<file path="src/rtl/sha_pkg.sv">
// Types and sizes shared by the byte-stream blocks around the hash core.
// The serializer state enum is common to the transmit serializer and the message buffer.
package sha_pkg;
    localparam int DIGEST_BYTES = 32;
    localparam int BLOCK_W      = 256;
    localparam int BYTE_W       = 8;
    localparam int SER_CNT_W    = 5;

    typedef enum logic {
        IDLE = 1'b0,
        SEND = 1'b1
    } ser_state_t;
endpackage

</file>
<file path="src/rtl/digest_serializer_256b_if.sv">
// Block-in / byte-out handshake bundle for digest_serializer_256b.
// The slave modport is the serializer's view; master is the producer/consumer side.
interface digest_serializer_256b_if
    import sha_pkg::*;
#(
    parameter int N_BYTES = DIGEST_BYTES
);
    logic                   blk_valid;
    logic                   blk_ready;
    logic [8*N_BYTES-1:0]   blk_data;
    logic                   flush;
    logic                   out_valid;
    logic                   out_ready;
    logic [BYTE_W-1:0]      out_data;
    logic                   out_last;
    logic                   busy;

    modport master (
        output blk_valid, blk_data, flush, out_ready,
        input  blk_ready, out_valid, out_data, out_last, busy
    );

    modport slave (
        input  blk_valid, blk_data, flush, out_ready,
        output blk_ready, out_valid, out_data, out_last, busy
    );
endinterface

</file>
<file path="src/rtl/digest_hold_buf.sv">
// Single-entry block hold register with valid flag (load / take / clear).
// Only compiled when DIGEST_SER_DOUBLE_BUF_EN is defined.
`ifdef DIGEST_SER_DOUBLE_BUF_EN
module digest_hold_buf #(
    parameter int W = 256
) (
    input  logic         clk,
    input  logic         rst,
    input  logic         i_load,
    input  logic         i_take,
    input  logic         i_clear,
    input  logic [W-1:0] i_data,
    output logic         o_full,
    output logic [W-1:0] o_data
);
    logic         r_full;
    logic [W-1:0] r_data;

    // Clear wins so a flush can never leave a stale block behind.
    always_ff @(posedge clk or posedge rst) begin
        if (rst) begin
            r_full <= 1'b0;
            r_data <= '0;
        end else if (i_clear) begin
            r_full <= 1'b0;
            r_data <= '0;
        end else if (i_load) begin
            r_full <= 1'b1;
            r_data <= i_data;
        end else if (i_take) begin
            r_full <= 1'b0;
        end
    end

    assign o_full = r_full;
    assign o_data = r_data;
endmodule
`endif

</file>
<file path="src/rtl/digest_serializer_256b.sv">
// Drains a 256-bit block as 32 big-endian bytes on a valid/ready byte stream.
// Define DIGEST_SER_DOUBLE_BUF_EN to add a hold register for zero-bubble back-to-back blocks.
//
//   state | meaning
//   IDLE  | no block in the shift register, out_valid low
//   SEND  | presenting shreg's top byte, cnt = index of that byte
module digest_serializer_256b
    import sha_pkg::*;
#(
    parameter int N_BYTES = DIGEST_BYTES,
    parameter int CNT_W   = SER_CNT_W
) (
    input  logic                      clk,
    input  logic                      rst,
    digest_serializer_256b_if.slave   bus
);
    localparam int BLK_W = 8 * N_BYTES;

    ser_state_t         r_state, w_state_nxt;
    logic [CNT_W-1:0]   r_cnt, w_cnt_nxt;
    logic [BLK_W-1:0]   r_shreg, w_shreg_nxt;

    logic w_blk_hs;
    logic w_byte_hs;
    logic w_last;
    logic w_out_valid;
    logic w_blk_ready;

`ifdef DIGEST_SER_DOUBLE_BUF_EN
    logic               w_hold_full;
    logic               w_hold_load;
    logic               w_hold_take;
    logic               w_hold_clear;
    logic [BLK_W-1:0]   w_hold_data;

    digest_hold_buf #(
        .W (BLK_W)
    ) u_hold (
        .clk     (clk),
        .rst     (rst),
        .i_load  (w_hold_load),
        .i_take  (w_hold_take),
        .i_clear (w_hold_clear),
        .i_data  (bus.blk_data),
        .o_full  (w_hold_full),
        .o_data  (w_hold_data)
    );

    assign w_blk_ready = !w_hold_full && !rst && !bus.flush;
    assign bus.busy    = (r_state == SEND) || w_hold_full;
`else
    assign w_blk_ready = (r_state == IDLE) && !rst && !bus.flush;
    assign bus.busy    = (r_state == SEND);
`endif

    assign w_out_valid = (r_state == SEND);
    assign w_blk_hs    = bus.blk_valid && w_blk_ready;
    assign w_byte_hs   = w_out_valid && bus.out_ready;
    assign w_last      = (r_cnt == CNT_W'(N_BYTES - 1));

    always_ff @(posedge clk or posedge rst) begin
        if (rst) begin
            r_state <= IDLE;
            r_cnt   <= '0;
            r_shreg <= '0;
        end else begin
            r_state <= w_state_nxt;
            r_cnt   <= w_cnt_nxt;
            r_shreg <= w_shreg_nxt;
        end
    end

    always_comb begin
        w_state_nxt = r_state;
        w_cnt_nxt   = r_cnt;
        w_shreg_nxt = r_shreg;
`ifdef DIGEST_SER_DOUBLE_BUF_EN
        w_hold_load  = 1'b0;
        w_hold_take  = 1'b0;
        w_hold_clear = 1'b0;
`endif
        if (bus.flush) begin
            w_state_nxt = IDLE;
            w_cnt_nxt   = '0;
            w_shreg_nxt = '0;
`ifdef DIGEST_SER_DOUBLE_BUF_EN
            w_hold_clear = 1'b1;
`endif
        end else begin
            case (r_state)
                IDLE: begin
                    if (w_blk_hs) begin
                        w_state_nxt = SEND;
                        w_cnt_nxt   = '0;
                        w_shreg_nxt = bus.blk_data;
                    end
                end
                SEND: begin
                    if (w_byte_hs && w_last) begin
                        w_state_nxt = IDLE;
                        w_cnt_nxt   = '0;
                        w_shreg_nxt = '0;
`ifdef DIGEST_SER_DOUBLE_BUF_EN
                        // Next block goes straight into shreg so byte 0 follows with no gap.
                        if (w_hold_full) begin
                            w_state_nxt = SEND;
                            w_shreg_nxt = w_hold_data;
                            w_hold_take = 1'b1;
                        end else if (w_blk_hs) begin
                            w_state_nxt = SEND;
                            w_shreg_nxt = bus.blk_data;
                        end
`endif
                    end else begin
                        if (w_byte_hs) begin
                            w_cnt_nxt   = r_cnt + CNT_W'(1);
                            w_shreg_nxt = {r_shreg[BLK_W-BYTE_W-1:0], BYTE_W'(0)};
                        end
`ifdef DIGEST_SER_DOUBLE_BUF_EN
                        if (w_blk_hs) begin
                            w_hold_load = 1'b1;
                        end
`endif
                    end
                end
                default: begin
                    w_state_nxt = IDLE;
                    w_cnt_nxt   = '0;
                    w_shreg_nxt = '0;
                end
            endcase
        end
    end

    assign bus.blk_ready = w_blk_ready;
    assign bus.out_valid = w_out_valid;
    assign bus.out_data  = r_shreg[BLK_W-1 -: BYTE_W];
    assign bus.out_last  = w_out_valid && w_last;
endmodule

</file>
<file path="src/flat_wrapper.sv">
// flat-port wrapper written by rule: the top's interface ports become plain ports
module digest_serializer_256b_flat import sha_pkg::*;
#(
    parameter int N_BYTES = DIGEST_BYTES,
    parameter int CNT_W   = SER_CNT_W
)
  (clk, rst, bus_blk_valid, bus_blk_data, bus_flush, bus_out_ready, bus_blk_ready, bus_out_valid, bus_out_data, bus_out_last, bus_busy);
  digest_serializer_256b_if #(.N_BYTES(N_BYTES)) bus_i ();
  input  logic clk;
  input  logic rst;
  input wire logic [$bits(bus_i.blk_valid)-1:0] bus_blk_valid;
  input wire logic [$bits(bus_i.blk_data)-1:0] bus_blk_data;
  input wire logic [$bits(bus_i.flush)-1:0] bus_flush;
  input wire logic [$bits(bus_i.out_ready)-1:0] bus_out_ready;
  output wire logic [$bits(bus_i.blk_ready)-1:0] bus_blk_ready;
  output wire logic [$bits(bus_i.out_valid)-1:0] bus_out_valid;
  output wire logic [$bits(bus_i.out_data)-1:0] bus_out_data;
  output wire logic [$bits(bus_i.out_last)-1:0] bus_out_last;
  output wire logic [$bits(bus_i.busy)-1:0] bus_busy;
  assign bus_i.blk_valid = bus_blk_valid;
  assign bus_i.blk_data = bus_blk_data;
  assign bus_i.flush = bus_flush;
  assign bus_i.out_ready = bus_out_ready;
  assign bus_blk_ready = bus_i.blk_ready;
  assign bus_out_valid = bus_i.out_valid;
  assign bus_out_data = bus_i.out_data;
  assign bus_out_last = bus_i.out_last;
  assign bus_busy = bus_i.busy;
  digest_serializer_256b #(.N_BYTES(N_BYTES), .CNT_W(CNT_W)) u_core (.clk(clk), .rst(rst), .bus(bus_i));
endmodule
</file>
<file path="config.mk">
export PLATFORM = sky130hd
export DESIGN_NAME = digest_serializer_256b_flat
export DESIGN_NICKNAME = d
export VERILOG_FILES = /design/src/rtl/sha_pkg.sv /design/src/rtl/digest_serializer_256b_if.sv /design/src/rtl/digest_hold_buf.sv /design/src/rtl/digest_serializer_256b.sv /design/src/flat_wrapper.sv
export SDC_FILE = /design/constraint.sdc
export NUM_CORES = 1
export LEC_CHECK = 0
export ABC_AREA = 1
export CORE_UTILIZATION = 58
export DETAILED_ROUTE_END_ITERATION = 12
export DONT_BUFFER_PORTS = 1
export GPL_TIMING_DRIVEN = 0
export PLACE_DENSITY = 0.84
export SLEW_MARGIN = 20
export SYNTH_ARGS = -nofsm -noshare
export SYNTH_HDL_FRONTEND = slang
export SYNTH_SLANG_ARGS = --single-unit
</file>
<file path="constraint.sdc">
create_clock -name clk -period 8.95 [get_ports clk]
set_input_delay 1.79 -clock clk [delete_from_list [all_inputs] [get_ports clk]]
set_output_delay 1.79 -clock clk [all_outputs]
set_load 0.005 [all_outputs]
</file>
==> key figures <==
Global route
  – Largest net degree at the start of global routing: 35
  – Met1 GRT Util: 0.404
  – Total grt overflow: 0
  – Initial antenna violation count: 2
  – Global Route met3 Usage: 0.0575
  – Vias in the first global route: 11800
  – GRT Total Usage: 0.303
  – M2 GR Usage: 0.497
  – First-pass GRT wire length: 57600 um
  – GRT busiest layer: met2

Floorplan
  – Core area: 22600 sq um
  – Die X: 154 um
  – Initial Util: 0.592
  – Rows: 55
  – # IOs: 273
  – Die area: 23700 sq um
  – Die H: 154 um

STA
  – Slew Limit Fails: 0
  – Clock Skew: 15.1 ps
  – Period minus WS final: 3970 ps
  – Final-report hold violation count: 0
  – RSZ-0062 raised after global routing: no
  – Final Setup Violations: 0
  – Max transition margin: 0.554
  – TNS Setup: 0 ps
  – Final period util: 0.443
  – F_max: 252 MHz
  – Slew @ Worst Pin: 668 ps

Finish
  – Utilization after layout: 0.662
  – Fill count: 1943
  – Design area: 15000 sq um
  – Share of layout cells above drive strength 1: 0.0689
  – Area delta synth->final: 11.8%
  – NumNets Final: 2231

Logic synthesis
  – Seq/Total Area, Yosys: 0.489
  – Synth top area cells: dfrtp_1, nand2_1, o21ai_0, buf_4, nand3_1
  – Syn Nets: 2191
  – Ys Warns: 0
  – Syn Std Cell Area: 13400 sq um
  – Yosys reg bits: 262
  – Post-synthesis cell count: 1928
  – Synth area leader: dfrtp_1
  – Synth cell types: 18
  – Synth top area share: 0.489
  – Post-Syn Area per Cell: 6.95 sq um

Hold path
  – Hold WC Path Type: reg2reg
  – Worst hold stages: 2
  – HP Start: u_core.r_shreg[138]

Route
  – DRT iter0 DRCs: 1073
  – Vias per Instance: 5.54
  – Post-DR wirelength/cell: 15.9 um
  – Number of remaining DRC errors: 0
  – Post-DRT Antenna Nets: 0
  – Drt total wl: 36200 um
  – Drt pass-1 iters: 7
  – Vias: 12600

Worst setup path
  – Critical path cell sequence: nor3_1
  – Reg-to-reg slack, setup: 6500 ps
  – Critical Path AT: 2180 ps
  – R2R depth: 11
  – Delay-heaviest family, CP: simple AND/OR/NAND/NOR gates
  – CP Class: in2out
  – Critical Path End: bus_blk_ready
  – FF-to-FF Start: u_core.r_cnt[1]
  – Crit. End Element: output pin
  – Critical path's slowest cell: nor3_1
  – FF-to-FF End: u_core.r_shreg[105]
  – Maximum fanout along the worst path: 4
  – Required time of the critical path: 7160 ps
  – CP max stage delay: 390 ps
  – CP startpoint: bus_flush
  – Worst path depth: 1
  – Crit path buffers/inverters: 0
  – Crit start category: input port

Status
  – Run status: completed

Place
  – Routability cong.: 0.894
  – Number of port buffers: 0
  – Post-DP Area: 14000 sq um
  – Half-perimeter wire length after detailed placement: 25700 um

Clock network
  – Post-CTS resize count: 0
  – CTS H-tree lvls: 1
  – Num CTS Buffers: 29
  – Clk buf depth: 3
  – Insertion delay to the later sink of the worst-skew pair: 550 ps
  – CTS tree: built
  – Root Buffer: clkbuf_16
  – Postcts setup bufs: 0
  – Hold buffer count at cts: 0
  – Clock transition at the registers of the reported paths: 60 ps
  – CTS Sinks: 262

Power
  – PwrDens: 203 nW/um^2
  – Worst VDD drop: 0.135 mV
  – Pwr Total: 3.04 mW
  – Pleak: 7.70 nW

Run
  – Max-cap violations: 0
[flip-flops by register name (all words and copies together) (netlist names)]
signal and count:
u_core.bus.busy 1, u_core.r_cnt 5, u_core.r_shreg 256
[power breakdown]
| group | switching [mW] | internal, mW |
|---|---|---|
| logic | 0.270 | 0.127 |
| registers | 0.0687 | 1.31 |
| clock network | 0.481 | 0.785 |
[kinds of logic (layout without fill, tap and decap cells)]
logic type | count (synthesis) | after routing | share of synthesized area
AOI/OAI and AO/OA | 256 | 256 | 0.0959
adders and majority gates | 2 | 2 | 0.00187
buffers and inverters | 197 | 257 | 0.0689
DFF | 262 | 262 | 0.489
other | 0 | 3 | 0
and+or+nand+nor | 1211 | 1211 | 0.344
[how the worst min path moves through the flow]
stage | to | slack, ps
after floorplan | u_core.r_shreg[100] | 450
after global placement | u_core.r_shreg[161] | 460
after detailed placement | u_core.r_shreg[131] | 460
after CTS | u_core.r_shreg[146] | 480
after global routing | u_core.r_shreg[179] | 500
final | u_core.r_shreg[138] | 480
[stage by stage]
stage	hold WS [ps]	setup slack [ps]	instances
after detailed placement	464	5010	2222
after CTS	480	5010	2273
after floorplan	449	3700	1928
after global placement	461	2330	2213
after global routing	497	4970	2275
final	478	4980	2276
[synth_stat cells]
master and number:
nor2_4 1, clkbuf_1 55, inv_1 54, dfrtp_1 262, nor2_1 4, o21ai_0 254
buf_1 9, a21oi_1 1, nand2_2 1, nor3_1 1, nand3_1 43, o21ai_2 1
ha_1 2, nand2_1 1159, buf_4 35, buf_2 42, inv_2 2, nand4_1 2
[per-layer routing]
metal	part of all wire	vias up
li1	-	6029
met4	0.033	0
met2	0.47	548
met5	0	-
met3	0.085	85
met1	0.41	5943
[cell usage in the layout, fill, tap and decap left out]
cell and n:
nor2_1 4, nor3_1 1, inv_2 2, o21ai_0 254
bufinv_16 5, clkinvlp_4 2, clkbuf_8 6, nand4_1 2
buf_2 42, clkbuf_16 29, a21oi_1 1, diode_2 3
buf_4 35, buf_16 3, inv_1 53, nand3_1 43
nand2_1 1159, buf_1 9, nor2_4 1, dfrtp_1 262
nand2_2 1, ha_1 2, inv_6 1, buf_12 6
clkbuf_1 61, o21ai_2 1, clkinv_2 3
[cell type report]
cell class              count  area, sq um  share of cell area
diodes                      3         7.51            0.000501
plain buffers             141          713              0.0476
clock buffers              41          831              0.0554
clock inverters            10          181              0.0121
inverters                  56          214              0.0143
multi-input cells        1469         5930               0.395
flip-flops and latches    262         6560               0.437
well taps                 285          357              0.0238
repair buffers              9          203              0.0135
(Power assumes the default switching activity.)
